File: config.mk
export PLATFORM = sky130hd
export DESIGN_NAME = i2c_target_regfile
export DESIGN_NICKNAME = d
export VERILOG_FILES = /design/src/rtl/i2c_target_regfile.sv
export SDC_FILE = /design/constraint.sdc
export NUM_CORES = 1
export LEC_CHECK = 0
export ABC_AREA = 1
export BUFFER_PORTS_ARGS = -buffer_cell sky130_fd_sc_hd__buf_4
export CORE_MARGIN = 1
export CORE_UTILIZATION = 35
export CTS_CLUSTER_SIZE = 28
export DETAILED_ROUTE_END_ITERATION = 7
export GPL_TIMING_DRIVEN = 0
export PLACE_DENSITY_LB_ADDON = 0.15
export SLEW_MARGIN = 30
export SYNTH_ARGS = -nofsm -noshare
export SYNTH_HDL_FRONTEND = slang
export SYNTH_SLANG_ARGS = --single-unit
File: constraint.sdc
create_clock -name clk -period 12.5 [get_ports clk]
set_input_delay 2.5 -clock clk [delete_from_list [all_inputs] [get_ports clk]]
set_output_delay 2.5 -clock clk [all_outputs]
set_load 0.005 [all_outputs]
File: src/rtl/i2c_target_regfile.sv
// I2C target (responder) with a small byte register file.
// Oversamples SCL/SDA in the system clock domain and answers at DEV_ADDR.
// Bus protocol: START, address+R/W, pointer byte, then data bytes.
// The pointer auto-increments with wrap on every written or master-ACKed byte.
// The fabric reads the registers through a registered side port and gets a
// strobe for every byte written from the bus.
// Optional build macro: I2C_TARGET_GLITCH_FILTER_EN adds a 3-sample majority
// filter on both bus lines, after the synchronizers.
module i2c_target_regfile #(
    parameter logic [6:0]  DEV_ADDR = 7'h1A,
    parameter int unsigned NUM_REGS = 16,
    parameter int unsigned PTR_W    = 4
) (
    input  logic             clk,
    input  logic             reset,
    input  logic             scl_i,
    input  logic             sda_i,
    output logic             sda_oe,
    input  logic [PTR_W-1:0] host_addr,
    output logic [7:0]       host_rdata,
    output logic             wr_stb,
    output logic [PTR_W-1:0] wr_addr,
    output logic [7:0]       wr_data,
    output logic             busy
);

    typedef enum logic [3:0] {
        StIdle,
        StAddr,
        StAddrAck,
        StPtr,
        StPtrAck,
        StWdata,
        StWdataAck,
        StRdata,
        StRdMack,
        StWaitStop
    } state_e;

    // ------------------------------------------------------------------
    // Input conditioning
    // ------------------------------------------------------------------
    logic [1:0] scl_sync_q;
    logic [1:0] sda_sync_q;
    logic       scl_c;
    logic       sda_c;

    // Two-flop synchronizers; reset to the idle-high bus level.
    always_ff @(posedge clk or posedge reset) begin
        if (reset) begin
            scl_sync_q <= 2'b11;
            sda_sync_q <= 2'b11;
        end else begin
            scl_sync_q <= {scl_sync_q[0], scl_i};
            sda_sync_q <= {sda_sync_q[0], sda_i};
        end
    end

`ifdef I2C_TARGET_GLITCH_FILTER_EN
    logic [1:0] scl_hist_q;
    logic [1:0] sda_hist_q;
    logic       scl_filt_q;
    logic       sda_filt_q;
    logic       scl_maj;
    logic       sda_maj;

    assign scl_maj = (scl_sync_q[1] & scl_hist_q[0]) | (scl_sync_q[1] & scl_hist_q[1]) |
                     (scl_hist_q[0] & scl_hist_q[1]);
    assign sda_maj = (sda_sync_q[1] & sda_hist_q[0]) | (sda_sync_q[1] & sda_hist_q[1]) |
                     (sda_hist_q[0] & sda_hist_q[1]);

    // Majority of the last three synchronized samples rejects 1-clk pulses.
    always_ff @(posedge clk or posedge reset) begin
        if (reset) begin
            scl_hist_q <= 2'b11;
            sda_hist_q <= 2'b11;
            scl_filt_q <= 1'b1;
            sda_filt_q <= 1'b1;
        end else begin
            scl_hist_q <= {scl_hist_q[0], scl_sync_q[1]};
            sda_hist_q <= {sda_hist_q[0], sda_sync_q[1]};
            scl_filt_q <= scl_maj;
            sda_filt_q <= sda_maj;
        end
    end

    assign scl_c = scl_filt_q;
    assign sda_c = sda_filt_q;
`else
    assign scl_c = scl_sync_q[1];
    assign sda_c = sda_sync_q[1];
`endif

    // ------------------------------------------------------------------
    // Edge and bus-condition detection
    // ------------------------------------------------------------------
    logic scl_prev_q;
    logic sda_prev_q;
    logic scl_rise;
    logic scl_fall;
    logic start_det;
    logic stop_det;

    // Previous conditioned sample of each line, for edge detection.
    always_ff @(posedge clk or posedge reset) begin
        if (reset) begin
            scl_prev_q <= 1'b1;
            sda_prev_q <= 1'b1;
        end else begin
            scl_prev_q <= scl_c;
            sda_prev_q <= sda_c;
        end
    end

    assign scl_rise  = scl_c & ~scl_prev_q;
    assign scl_fall  = ~scl_c & scl_prev_q;
    // SCL must be high on both samples so an SDA change near an SCL edge is
    // not mistaken for START/STOP.
    assign start_det = scl_c & scl_prev_q & sda_prev_q & ~sda_c;
    assign stop_det  = scl_c & scl_prev_q & ~sda_prev_q & sda_c;

    // ------------------------------------------------------------------
    // Protocol FSM and register file
    // ------------------------------------------------------------------
    state_e           state_q;
    logic [7:0]       shreg_q;
    logic [2:0]       bit_cnt_q;
    logic             byte_full_q;
    logic             rw_q;
    logic             mack_q;
    logic [PTR_W-1:0] ptr_q;
    logic [PTR_W-1:0] ptr_inc;
    logic             sda_oe_q;
    logic             busy_q;
    logic             wr_stb_q;
    logic [PTR_W-1:0] wr_addr_q;
    logic [7:0]       wr_data_q;
    logic [7:0]       regs_q [NUM_REGS];
    logic             addr_match;
    logic             ptr_ok;

    assign ptr_inc    = (ptr_q == PTR_W'(NUM_REGS - 1)) ? '0 : ptr_q + PTR_W'(1);
    assign addr_match = (shreg_q[7:1] == DEV_ADDR);
    assign ptr_ok     = ({1'b0, shreg_q} < 9'(NUM_REGS));

    // Bytes are shifted in on SCL rise; every decision (ACK drive, release,
    // next read bit) is taken on SCL fall so sda_oe only moves while SCL is low.
    always_ff @(posedge clk or posedge reset) begin
        if (reset) begin
            state_q     <= StIdle;
            shreg_q     <= 8'h00;
            bit_cnt_q   <= 3'd0;
            byte_full_q <= 1'b0;
            rw_q        <= 1'b0;
            mack_q      <= 1'b1;
            ptr_q       <= '0;
            sda_oe_q    <= 1'b0;
            busy_q      <= 1'b0;
            wr_stb_q    <= 1'b0;
            wr_addr_q   <= '0;
            wr_data_q   <= 8'h00;
            for (int unsigned i = 0; i < NUM_REGS; i++) begin
                regs_q[i] <= 8'h00;
            end
        end else begin
            wr_stb_q <= 1'b0;
            if (start_det) begin
                state_q     <= StAddr;
                bit_cnt_q   <= 3'd0;
                byte_full_q <= 1'b0;
                sda_oe_q    <= 1'b0;
            end else if (stop_det) begin
                state_q     <= StIdle;
                byte_full_q <= 1'b0;
                sda_oe_q    <= 1'b0;
                busy_q      <= 1'b0;
            end else begin
                case (state_q)
                    StAddr: begin
                        if (scl_rise) begin
                            shreg_q   <= {shreg_q[6:0], sda_c};
                            bit_cnt_q <= bit_cnt_q + 3'd1;
                            if (bit_cnt_q == 3'd7) byte_full_q <= 1'b1;
                        end else if (scl_fall && byte_full_q) begin
                            byte_full_q <= 1'b0;
                            if (addr_match) begin
                                sda_oe_q <= 1'b1;
                                busy_q   <= 1'b1;
                                rw_q     <= shreg_q[0];
                                // Preload the read byte; harmless for writes.
                                shreg_q  <= regs_q[ptr_q];
                                state_q  <= StAddrAck;
                            end else begin
                                state_q  <= StWaitStop;
                            end
                        end
                    end
                    StAddrAck: begin
                        if (scl_fall) begin
                            bit_cnt_q <= 3'd0;
                            if (rw_q) begin
                                sda_oe_q <= ~shreg_q[7];
                                state_q  <= StRdata;
                            end else begin
                                sda_oe_q <= 1'b0;
                                state_q  <= StPtr;
                            end
                        end
                    end
                    StPtr: begin
                        if (scl_rise) begin
                            shreg_q   <= {shreg_q[6:0], sda_c};
                            bit_cnt_q <= bit_cnt_q + 3'd1;
                            if (bit_cnt_q == 3'd7) byte_full_q <= 1'b1;
                        end else if (scl_fall && byte_full_q) begin
                            byte_full_q <= 1'b0;
                            if (ptr_ok) begin
                                ptr_q    <= shreg_q[PTR_W-1:0];
                                sda_oe_q <= 1'b1;
                                state_q  <= StPtrAck;
                            end else begin
                                // Out-of-range pointer: NACK by leaving SDA released.
                                state_q  <= StWaitStop;
                            end
                        end
                    end
                    StWdata: begin
                        if (scl_rise) begin
                            shreg_q   <= {shreg_q[6:0], sda_c};
                            bit_cnt_q <= bit_cnt_q + 3'd1;
                            if (bit_cnt_q == 3'd7) byte_full_q <= 1'b1;
                        end else if (scl_fall && byte_full_q) begin
                            byte_full_q    <= 1'b0;
                            regs_q[ptr_q]  <= shreg_q;
                            wr_stb_q       <= 1'b1;
                            wr_addr_q      <= ptr_q;
                            wr_data_q      <= shreg_q;
                            ptr_q          <= ptr_inc;
                            sda_oe_q       <= 1'b1;
                            state_q        <= StWdataAck;
                        end
                    end
                    StPtrAck, StWdataAck: begin
                        if (scl_fall) begin
                            sda_oe_q  <= 1'b0;
                            bit_cnt_q <= 3'd0;
                            state_q   <= StWdata;
                        end
                    end
                    StRdata: begin
                        if (scl_fall) begin
                            bit_cnt_q <= bit_cnt_q + 3'd1;
                            if (bit_cnt_q == 3'd7) begin
                                // Release for the master's ACK/NACK clock.
                                sda_oe_q <= 1'b0;
                                state_q  <= StRdMack;
                            end else begin
                                sda_oe_q <= ~shreg_q[6];
                                shreg_q  <= {shreg_q[6:0], 1'b0};
                            end
                        end
                    end
                    StRdMack: begin
                        if (scl_rise) begin
                            mack_q <= sda_c;
                        end else if (scl_fall) begin
                            if (!mack_q) begin
                                ptr_q     <= ptr_inc;
                                shreg_q   <= regs_q[ptr_inc];
                                sda_oe_q  <= ~regs_q[ptr_inc][7];
                                bit_cnt_q <= 3'd0;
                                state_q   <= StRdata;
                            end else begin
                                state_q   <= StWaitStop;
                            end
                        end
                    end
                    default: begin
                        // StIdle / StWaitStop: only START or STOP moves us.
                    end
                endcase
            end
        end
    end

    // ------------------------------------------------------------------
    // Fabric read port
    // ------------------------------------------------------------------
    logic [7:0] host_rdata_q;

    // Registered read; a same-cycle bus write returns the old value.
    always_ff @(posedge clk or posedge reset) begin
        if (reset) begin
            host_rdata_q <= 8'h00;
        end else if (32'(host_addr) < NUM_REGS) begin
            host_rdata_q <= regs_q[host_addr];
        end else begin
            host_rdata_q <= 8'h00;
        end
    end

    assign sda_oe     = sda_oe_q;
    assign host_rdata = host_rdata_q;
    assign wr_stb     = wr_stb_q;
    assign wr_addr    = wr_addr_q;
    assign wr_data    = wr_data_q;
    assign busy       = busy_q;

endmodule

Word-level counts from Yosys, hierarchy flattened:

Cells that the tools add are included.

* register bits: 179
* bits of input ports: 8
* output and inout port bits: 23

* add/subtract/negate cells: 2
* $lt $le $gt $ge: 5
* equal/unequal tests: 48
* muxes and demuxes: 92
* bitwise gates (word level): 20
* reductions and logical operators: 25

Operators with widths (number)
* 128-bit bitwise mux: 1
* 8-bit two-way mux: 16
* 4-bit two-way mux: 26
* 8-bit binary-select mux with 4-bit select: 3
* 4-bit inequality test (second input constant): 15
* 8-bit demux with 4-bit select: 1
* 8-bit case mux with 4 select lines: 1
* 1-bit two-way mux: 31
* 4-bit case mux with 7 select lines: 1
* 3-bit two-way mux: 9
* 2-bit inequality test (second input constant): 11
* 11-bit AND reduction: 2
* 3-bit inequality test (second input constant): 6
* 4-bit by 3-bit == test with 1-bit output (second input constant): 4
* 5-bit greater-or-equal comparator (second input constant): 3
* 4-bit inverter with 5-bit output: 3
* 15-bit AND reduction: 1
* 13-bit AND reduction: 1
* 3-bit case mux with 4 select lines: 1
* 4-bit case mux with 3 select lines: 1
* 1-bit inverter: 10
* 5-bit AND reduction: 2
* 9-bit nonzero test: 1
* 4-bit by 2-bit == test with 1-bit output (second input constant): 2
* 24 further kinds: 40

Logic depth before layout (Yosys ltp):

Gate-level depths: netlist of run 1.

* depth after elaboration: 13
* depth in mapped cells: 16
* mapped depth without buffers: 12

Least setup slack after synthesis of run 1:

OpenSTA, ideal clock, no wires.

* kind: input to register
* start: input host_addr[0]
* end: register host_rdata_q[2] (netlist: host_rdata[2])
* data arrival time: 3.464 ns
* slack: 8.912 ns
* stages on the path: 7
* path buffers: 2
* cells stage by stage: clkbuf_1 > clkbuf_1 > a21oi_1 > o21ai_0 > o21ai_0 > o211ai_1 > nand2_1

* longest elaborated chain between the ends: 4

Ends and longest elaborated chain
* start, declared: line 19 `input logic [PTR_W-1:0] host_addr,`
* 4-bit inverter with 5-bit output (not written as such): line 296 `host_rdata_q <= regs_q[host_addr];`
* 8-bit binary-select mux with 4-bit select: line 296
* 8-bit two-way mux (not written as such) (2 in a row): line 296
* end signal, assigned: line 296
* end, declared: line 289 `logic [7:0] host_rdata_q;`

Every way passes these cells. The select of a mux whose other input is x is not followed.
A chain may end at the register's enable or synchronous reset.

Worst setup path after layout of run 1:

* start: register ptr_q[0]
* end: register shreg_q[6]

* longest elaborated chain between the ends: 10
* elaborated cells between the ends (all ways): 18

Ends and longest elaborated chain
* start, declared: line 131 `logic [PTR_W-1:0] ptr_q;`
* start signal, assigned: line 218 `ptr_q <= shreg_q[PTR_W-1:0];`
* start signal, assigned: line 238 `ptr_q <= ptr_inc;`
* start signal, assigned: line 268 `ptr_q <= ptr_inc;`
* 4-bit by 1-bit adder with 4-bit output / 4-bit == test (equally long branches): line 142 `assign ptr_inc = (ptr_q == PTR_W'(NUM_REGS - 1)) ? '0 : ptr_q + PTR_W'(1);`
* 4-bit two-way mux: line 142
* 4-bit inverter with 5-bit output (not written as such): line 269 `shreg_q <= regs_q[ptr_inc];`
* 8-bit binary-select mux with 4-bit select: line 269
* 8-bit two-way mux (not written as such) (2 in a row): line 269
* 8-bit two-way mux: line 267 `if (!mack_q) begin`
* 8-bit two-way mux: line 266 `end else if (scl_fall) begin`
* 8-bit two-way mux: line 264 `if (scl_rise) begin`
* 8-bit case mux with 4 select lines (*): line 178 `case (state_q)`
* end signal, assigned: line 181 `shreg_q <= {shreg_q[6:0], sda_c};`
* end signal, assigned: line 191 `shreg_q <= regs_q[ptr_q];`
* end signal, assigned: line 269
* end, declared: line 126 `logic [7:0] shreg_q;`

Mark *: on every way between the ends. The rest lies on a longest branch, timed or not. The select of a mux whose other input is x is not followed.

==> results of run 1 <==
==> cell type report <==
| type | instances | area, um2 |
|---|---|---|
| Inverter | 135 | 516.7 |
| Clock inverter | 15 | 160.2 |
| Fill cell | 3341 | 18390 |
| Clock buffer | 17 | 425.4 |
| Sequential cell | 179 | 4488 |
| Timing Repair Buffer | 29 | 257.7 |
| Tap cell | 396 | 495.5 |
| Multi-Input combinational cell | 1184 | 5579 |
| Buffer | 103 | 440.4 |
==> cell usage after synthesis, drive strengths merged <==
cell and number:
nand2 498, o21ai 258, clkbuf 61, dfstp 7
a41oi 1, nor3 2, nand3 157, ha 6
mux2i 8, o22ai 3, a21oi 114, inv 133
buf 42, nand4 4, o31ai 2, clkinv 2
o211ai 33, nor2 85, and3 1, dfrtp 172
a31oi 1, o221ai 11
==> logic make-up (layout without fill, tap and decap cells) <==
kind of cell,after synthesis,after routing,share of synthesized area
and+or+nand+nor,747,747,0.2874
buffers and inverters,238,299,0.08599
DFF,179,179,0.4075
adders and majority gates,6,6,0.006816
AOI/OAI and AO/OA,423,423,0.2050
muxes,8,8,0.007271
==> routing by layer <==
metal	global-route usage	vias to the layer above	routed length, um	share of wire
li1	-	5391	-	-
met1	0.4855	5701	23660	0.44
met2	0.5066	691	23030	0.43
met3	0.08544	125	5471	0.10
met4	0.1222	0	1849	0.034
met5	0	-	0	0
==> registers in the layout, indices dropped and copies added (netlist names) <==
register,flops
regs_q,128
scl_sync_q,2
rw_q,1
wr_addr,4
scl_prev_q,1
sda_prev_q,1
bit_cnt_q,3
sda_sync_q,2
busy,1
ptr_q,4
sda_oe,1
shreg_q,8
byte_full_q,1
mack_q,1
wr_data,8
wr_stb,1
host_rdata,8
state_q,4
==> critical path, delay by kind of cell (launching register included) <==
family / cells / cell delay [ns]
buf+inv: 6 / 2.45
simple gates: 6 / 0.94
flops: 1 / 0.48
fa+ha+maj: 1 / 0.27
==> worst paths after layout <==
check / startpoint / end / slack (ns)
worst max register to register: ptr_q[0] / shreg_q[6] / 8.24
max in group asynchronous: reset / regs_q[61] / 9.79
worst max-delay path: ptr_q[0] / shreg_q[6] / 8.24
min in group asynchronous: reset / regs_q[111] / 2.02
worst min register to register: sda_sync_q[0] / sda_sync_q[1] / 0.36
worst min-delay path: sda_sync_q[0] / sda_sync_q[1] / 0.36
==> stage by stage <==
| step | power (W) | util |
|---|---|---|
| after floorplan | 0.001567 | - |
| after global placement | 0.002219 | 0.3809 |
| after detailed placement | 0.002217 | 0.3830 |
| after CTS | 0.002766 | 0.4021 |
| after global routing | 0.002944 | 0.4021 |
| final | 0.002826 | 0.4021 |
==> cells in the final DEF (no fill, tap or decap), types with 5 or more instances in the layout <==
| cell type | count |
|---|---|
| sky130_fd_sc_hd__nand2_2 | 14 |
| sky130_fd_sc_hd__buf_1 | 5 |
| sky130_fd_sc_hd__nor2_1 | 76 |
| sky130_fd_sc_hd__a21oi_1 | 114 |
| sky130_fd_sc_hd__o21ai_1 | 96 |
| sky130_fd_sc_hd__ha_1 | 6 |
| sky130_fd_sc_hd__dfrtp_1 | 172 |
| sky130_fd_sc_hd__nand3_1 | 154 |
| sky130_fd_sc_hd__clkbuf_1 | 59 |
| sky130_fd_sc_hd__buf_2 | 35 |
| sky130_fd_sc_hd__inv_1 | 124 |
| sky130_fd_sc_hd__o211ai_1 | 33 |
| sky130_fd_sc_hd__inv_8 | 5 |
| sky130_fd_sc_hd__mux2i_1 | 8 |
| sky130_fd_sc_hd__nand2_1 | 484 |
| sky130_fd_sc_hd__o21ai_0 | 161 |
| sky130_fd_sc_hd__clkbuf_16 | 17 |
| sky130_fd_sc_hd__inv_2 | 7 |
| sky130_fd_sc_hd__o221ai_1 | 11 |
| sky130_fd_sc_hd__buf_4 | 29 |
| sky130_fd_sc_hd__dfstp_2 | 7 |
==> power by group <==
group          switching (W)  internal (W)  total (W)
Clock               0.000278      0.000268   0.000546
Combinational        0.00120      0.000374    0.00157
Sequential         0.0000612      0.000645   0.000707
Total                0.00154       0.00129    0.00283
==> Implementation_results.wiki, run 1 <==
{| class="wikitable"
! Metric !! Value
|-
| Setup ws final || 8.236 ns
|-
| Pin count of the biggest net entering global routing || 73
|-
| Final hold vios || 0
|-
| Main area contributors after synthesis || sky130_fd_sc_hd__dfrtp_1, sky130_fd_sc_hd__nand2_1, sky130_fd_sc_hd__o21ai_0
|-
| Slowest cell on the critical path || sky130_fd_sc_hd__clkbuf_1
|-
| Detailed Route WL || 54.01 mm
|-
| Highest net fanout along the worst path || 11
|-
| Cell at the root of the clock tree || sky130_fd_sc_hd__clkbuf_16
|-
| Status || completed
|-
| Delay of the slowest cell on the worst path || approximately 0.85 ns
|-
| Final setup skew || roughly 0.017 ns
|-
| Die area || about 32000 um2
|-
| Via count normalized by instance count || ~5.8
|-
| Worst setup path class || register to register
|-
| Area share of the largest cell type after synthesis || 0.3908
|-
| Die outline width || between 150 and 200 um
|-
| RSZ-0062 raised after global routing || false
|-
| Post-cts repair resize count || 0
|-
| Number of diodes added for antenna fixing || 0
|-
| Core region area || around 31000 um2
|-
| Number of placement rows || between 60 and 70
|-
| Synth-to-layout area growth || 12.25%
|-
| Area post-placement || 11780 um2
|-
| Final Hold Slack || approximately 0.36 ns
|-
| Final Slew Violations || 0
|-
| Post-CTS Hold Fix Bufs || 0
|-
| Number of antenna violations at the first check in global routing || 0
|-
| Hold Crit Depth || 0
|-
| Number of vias after detailed routing || around 12000
|-
| Cell total after placement || slightly above 2000
|-
| Worst setup slack before clock tree synthesis || around 8.0 ns
|-
| Wire length per cell || roughly 26 um
|-
| Wire length of the first global-routing pass || 76.83 mm
|-
| Drt drc || 0
|-
| Post-Layout Inst Area || about 12000 um2
|-
| Fraction of the yosys area taken by sequential cells || 0.4075
|-
| Part of the cycle the worst path needs || 0.3411
|-
| Final HPWL DP || 39.04 mm
|-
| Clock insertion delay at the later pin of the skew report || approximately 0.47 ns
|-
| Clock-pin slew on the worst setup and hold paths || about 0.08 ns
|-
| Worst path most repeated cell || sky130_fd_sc_hd__nand3_1
|-
| Slew margin rel. || 0.2652
|-
| Overall die height || approximately 180 um
|-
| Number of nets with antenna violations after detailed routing || 0
|-
| Yosys Warn Count || 0
|-
| Largest area contributor in the synthesized netlist || sky130_fd_sc_hd__dfrtp_1
|-
| H-Tree Depth || 4
|-
| CP Data Required Time || 12.86 ns
|-
| NumNets Final || approximately 1700
|-
| CTS buffer count || 17
|-
| Total congestion overflow after global routing || 0
|-
| Number of max-cap violations || 0
|-
| Cell leakage power || around 5.7 nW
|-
| Count of state elements after synthesis || about 180
|-
| First-pass detailed-route iteration total || 8
|-
| Number of global-route vias before repair || roughly 11000
|-
| Detailed Route Iter0 Violations || about 1700
|-
| Crit. End Element || register
|-
| F_max || 0.2345 GHz
|-
| Post-layout minimum cycle time || roughly 4.3 ns
|-
| Finish-stage setup viols || 0
|-
| Number of top-level design ports || 31
|-
| Post-Syn Nets || 1615
|-
| Actual transition at the worst max-transition pin || ~1.1 ns
|-
| PortBufs || 27
|-
| Startpoint kind of the worst setup timing path || register
|-
| Sinks on Clock Net || 179
|-
| Clk buf depth || 2
|-
| Number of cells in the finished layout apart from fillers || slightly above 2000
|-
| Crit path cell chain || inv_2 > buf_2 > buf_1 > ha_1 > clkbuf_1 > clkbuf_1 > nand3_1 > nand3_1 > nand3_1 > nand3_1 > nand3_1 > nand2_1 > inv_1
|-
| Average size of a mapped cell || slightly below 7 um2
|-
| Starting density of the core || 0.3582
|-
| Area of the mapped netlist || ~11000 um2
|-
| Number of buffers inserted by post-CTS setup repair || 0
|-
| Cell variety after synth || 35
|-
| Cell area power density || 228.6 nW/um2
|-
| Layout cell share with drive strength beyond 1 || 0.08664
|-
| Largest voltage drop on the vdd net || about 0.12 mV
|-
| Data arrival time of the critical path || about 4.6 ns
|-
| GP Congestion || around 1.0
|-
| Clock tree from TritonCTS || done
|-
| Depth of the worst register-to-register path || 13
|-
| GRT Util Overall || 0.3438
|-
| Setup TNS || 0 ns
|-
| Number of instances in the synthesized netlist || around 1600
|-
| Class of the worst hold path || register to register
|}
Power figures use the tool's default switching activity.
==> inputs of run 2 (changes only) <==
- clock period: 12.5 -> 4.2 ns (I/O delays scaled with it)
==> run 2 against run 1 <==
Effect of this change:
- total power rose to 3.0 times the previous value
- cell area up 0.68%
- global-route usage down 0.65 points
- critical path depth up 2
- utilization up 0.27 points
- combinational power rose to 3.0 times the previous value
- non-clock buffer count up 4
- worst setup slack worse by 8.2 ns
- sequential share of layout area down 0.24 points
- highest routed layer unchanged
- maximum frequency up 1.7%
- flip-flop and latch count unchanged
==> Implementation_results.wiki, run 2 (synthesis gave the netlist of run 1 again) <==
{| class="wikitable"
! Metric !! Value
|-
| Status || completed
|-
| Post-layout minimum cycle time || 4.191 ns (-0.07296 ns)
|-
| Cell at the root of the clock tree || sky130_fd_sc_hd__clkbuf_16
|-
| GP Congestion || 1.027 (+0.82%)
|-
| Die area || 32180 um2 (unchanged)
|-
| Setup ws final || 0.009222 ns (-8.227 ns)
|-
| Core region area || 30750 um2 (unchanged)
|-
| Clock insertion delay at the later pin of the skew report || 0.47 ns (about the same)
|-
| Count of fill cells added during filler insertion || 3391 (+1.5%)
|-
| Cell leakage power || 5.689 nW (+0.47%)
|-
| Post-CTS Hold Fix Bufs || 0 (unchanged)
|-
| Number of antenna violations at the first check in global routing || 1 (+1)
|-
| Layout cell share with drive strength beyond 1 || 0.08944 (+0.002793)
|-
| Number of cells in the finished layout apart from fillers || 2063 (+0.24%)
|-
| Final setup skew || 0.01572 ns (-0.001266 ns)
|-
| Area of combinational cells with multiple inputs || 5579 um2 (unchanged)
|-
| PortBufs || 27 (unchanged)
|-
| Highest net fanout along the worst path || 11 (unchanged)
|-
| Die outline width || 179.4 um (unchanged)
|-
| Highest-count cells in the layout ignoring fill and taps || sky130_fd_sc_hd__nand2_1, sky130_fd_sc_hd__dfrtp_1, sky130_fd_sc_hd__o21ai_0
|-
| First-pass detailed-route iteration total || 8 (unchanged)
|-
| Area post-placement || 11840 um2 (+0.56%)
|-
| Final cell utilization of the core || 0.4048 (+0.002726)
|-
| Setup TNS || 0 ns (unchanged)
|-
| Final Slew Violations || 0 (unchanged)
|-
| Final hold vios || 0 (unchanged)
|-
| Startpoint kind of the worst setup timing path || register
|-
| Number of buffers inserted by post-CTS setup repair || 0 (unchanged)
|-
| Clk buf depth || 2 (unchanged)
|-
| Part of the cycle the worst path needs || 0.9978 (+0.6567)
|-
| Slew margin rel. || 0.3195 (+0.05437)
|-
| Number of nets with antenna violations after detailed routing || 0 (unchanged)
|-
| Crit. End Element || register
|-
| Pin count of the biggest net entering global routing || 31 (-58%)
|-
| RR Endpoint || shreg_q[4]
|-
| Total congestion overflow after global routing || 0 (unchanged)
|-
| Number of top-level design ports || 31 (unchanged)
|-
| Number of placement rows || 64 (unchanged)
|-
| Post-Layout Inst Area || 12450 um2 (+0.68%)
|-
| Data arrival time of the critical path || 4.56 ns (-0.07 ns)
|-
| NumNets Final || 1667 (+0.24%)
|-
| Slack of the worst reg-to-reg path || 0.009 ns (-8.23 ns)
|-
| Startpoint of the worst setup timing path || ptr_q[1]
|-
| Via count normalized by instance count || 5.755 (-0.54%)
|-
| Worst setup slack before clock tree synthesis || 0.07991 ns (-7.898 ns)
|-
| Cell total after placement || 2030 (+0.20%)
|-
| Buf+Inv Stages, Crit Path || 6 (unchanged)
|-
| Hold Crit Depth || 0 (unchanged)
|-
| Synth-to-layout area growth || 13.01%
|-
| Critical Path Sink || shreg_q[4]
|-
| Flip-flop count of the largest register after layout || 128 (unchanged)
|-
| RSZ-0062 raised after global routing || false
|-
| Sinks on Clock Net || 179 (unchanged)
|-
| Class of the worst hold path || register to register
|-
| CTS buffer count || 17 (unchanged)
|-
| H-Tree Depth || 4 (unchanged)
|-
| Cell family with most CP delay || buffers and inverters
|-
| FF/Latch Area || 4488 um2 (unchanged)
|-
| Number of global-route vias before repair || 10959 (+1.7%)
|-
| Actual transition at the worst max-transition pin || 1.021 ns (-0.08155 ns)
|-
| Clock-pin slew on the worst setup and hold paths || 0.07 ns (about the same)
|-
| Wire length of the first global-routing pass || 76.18 mm (-0.85%)
|-
| RR Startpoint || ptr_q[1]
|-
| Finish-stage setup viols || 0 (unchanged)
|-
| Worst setup path class || register to register
|-
| Detailed Route Iter0 Violations || 1697 (+2.0%)
|-
| Number of max-cap violations || 0 (unchanged)
|-
| Starting density of the core || 0.3582 (unchanged)
|-
| Number of vias after detailed routing || 11873 (-0.29%)
|-
| Crit path cell chain || buf_2 > clkinv_1 > clkbuf_1 > ha_1 > clkbuf_1 > clkbuf_1 > nand3_1 > nand3_1 > nand2_1 > inv_1 > nand2_1 > nand3_1 > nand3_1 > nand2_1 > nand2_1
|-
| GRT Util Overall || 0.3373 (-0.006457)
|-
| Instance count on the critical path || 15 (+2)
|-
| Overall die height || 179.4 um (unchanged)
|-
| Depth of the worst register-to-register path || 15 (+2)
|-
| Detailed Route WL || 52.55 mm (-2.7%)
|-
| Clock tree from TritonCTS || done
|-
| Final HPWL DP || 38.55 mm (-1.2%)
|-
| Register with the most flip-flops || regs_q
|-
| Wire length per cell || 25.47 um (-2.9%)
|-
| Cell area power density || 679.3 nW/um2 (+200%)
|-
| Drt drc || 0 (unchanged)
|-
| CP Data Required Time || 4.56 ns (-8.30 ns)
|-
| F_max || 0.2386 GHz (+1.7%)
|-
| Largest voltage drop on the vdd net || 0.4087 mV (+250%)
|-
| Slowest cell on the critical path || sky130_fd_sc_hd__clkbuf_1
|-
| Most common cell after layout, fill and taps aside || sky130_fd_sc_hd__nand2_1
|-
| Delay of the slowest cell on the worst path || 0.77 ns (-0.08 ns)
|}
[run 2: how the worst min path moves through the flow]
stage | startpoint | to | slack (ns)
2_1_floorplan | scl_sync_q[0] | scl_sync_q[1] | 0.35
6_report | sda_sync_q[0] | sda_sync_q[1] | 0.36
3_5_place_dp | scl_sync_q[0] | scl_sync_q[1] | 0.35
5_1_grt | sda_sync_q[0] | sda_sync_q[1] | 0.36
4_1_cts | sda_sync_q[0] | sda_sync_q[1] | 0.36
3_3_place_gp | sda_sync_q[0] | sda_sync_q[1] | 0.35
[run 2: metrics by stage]
stage,power (W),hold WS [ns]
after floorplan,0.004664,0.3452
after global placement,0.006559,0.3484
after detailed placement,0.006566,0.3487
after CTS,0.008253,0.3611
after global routing,0.008783,0.3639
final,0.008456,0.3588
[run 2: where the power goes]
part | switching [W] | internal, W
registers | 0.000178 | 0.00192
clock network | 0.000784 | 0.000894
logic | 0.00356 | 0.00112
total | 0.00452 | 0.00394
[run 2: per-layer routing]
layer,vias up,part of all wire,global-route usage
met3,118,0.099,0.09873
met2,652,0.43,0.5032
met5,-,0,0
met4,0,0.030,0.1155
li1,5407,-,-
met1,5696,0.44,0.4636
[run 2: what timing repair did]
| item | in CTS | in global routing |
|---|---|---|
| endpoints found under the setup margin | 0 | 4 |
| gates resized for setup | 0 | 6 |
| hold endpoints to repair | 0 | 0 |
[run 2: final cells by class]
class	instances	area share
Inverter	135	0.04121
Sequential cell	179	0.3606
Buffer	103	0.03548
Timing Repair Buffer	33	0.02654
Clock buffer	17	0.03418
Clock inverter	15	0.01377
Tap cell	396	0.03981
Multi-Input combinational cell	1184	0.4482
Antenna cell	1	0.0002010
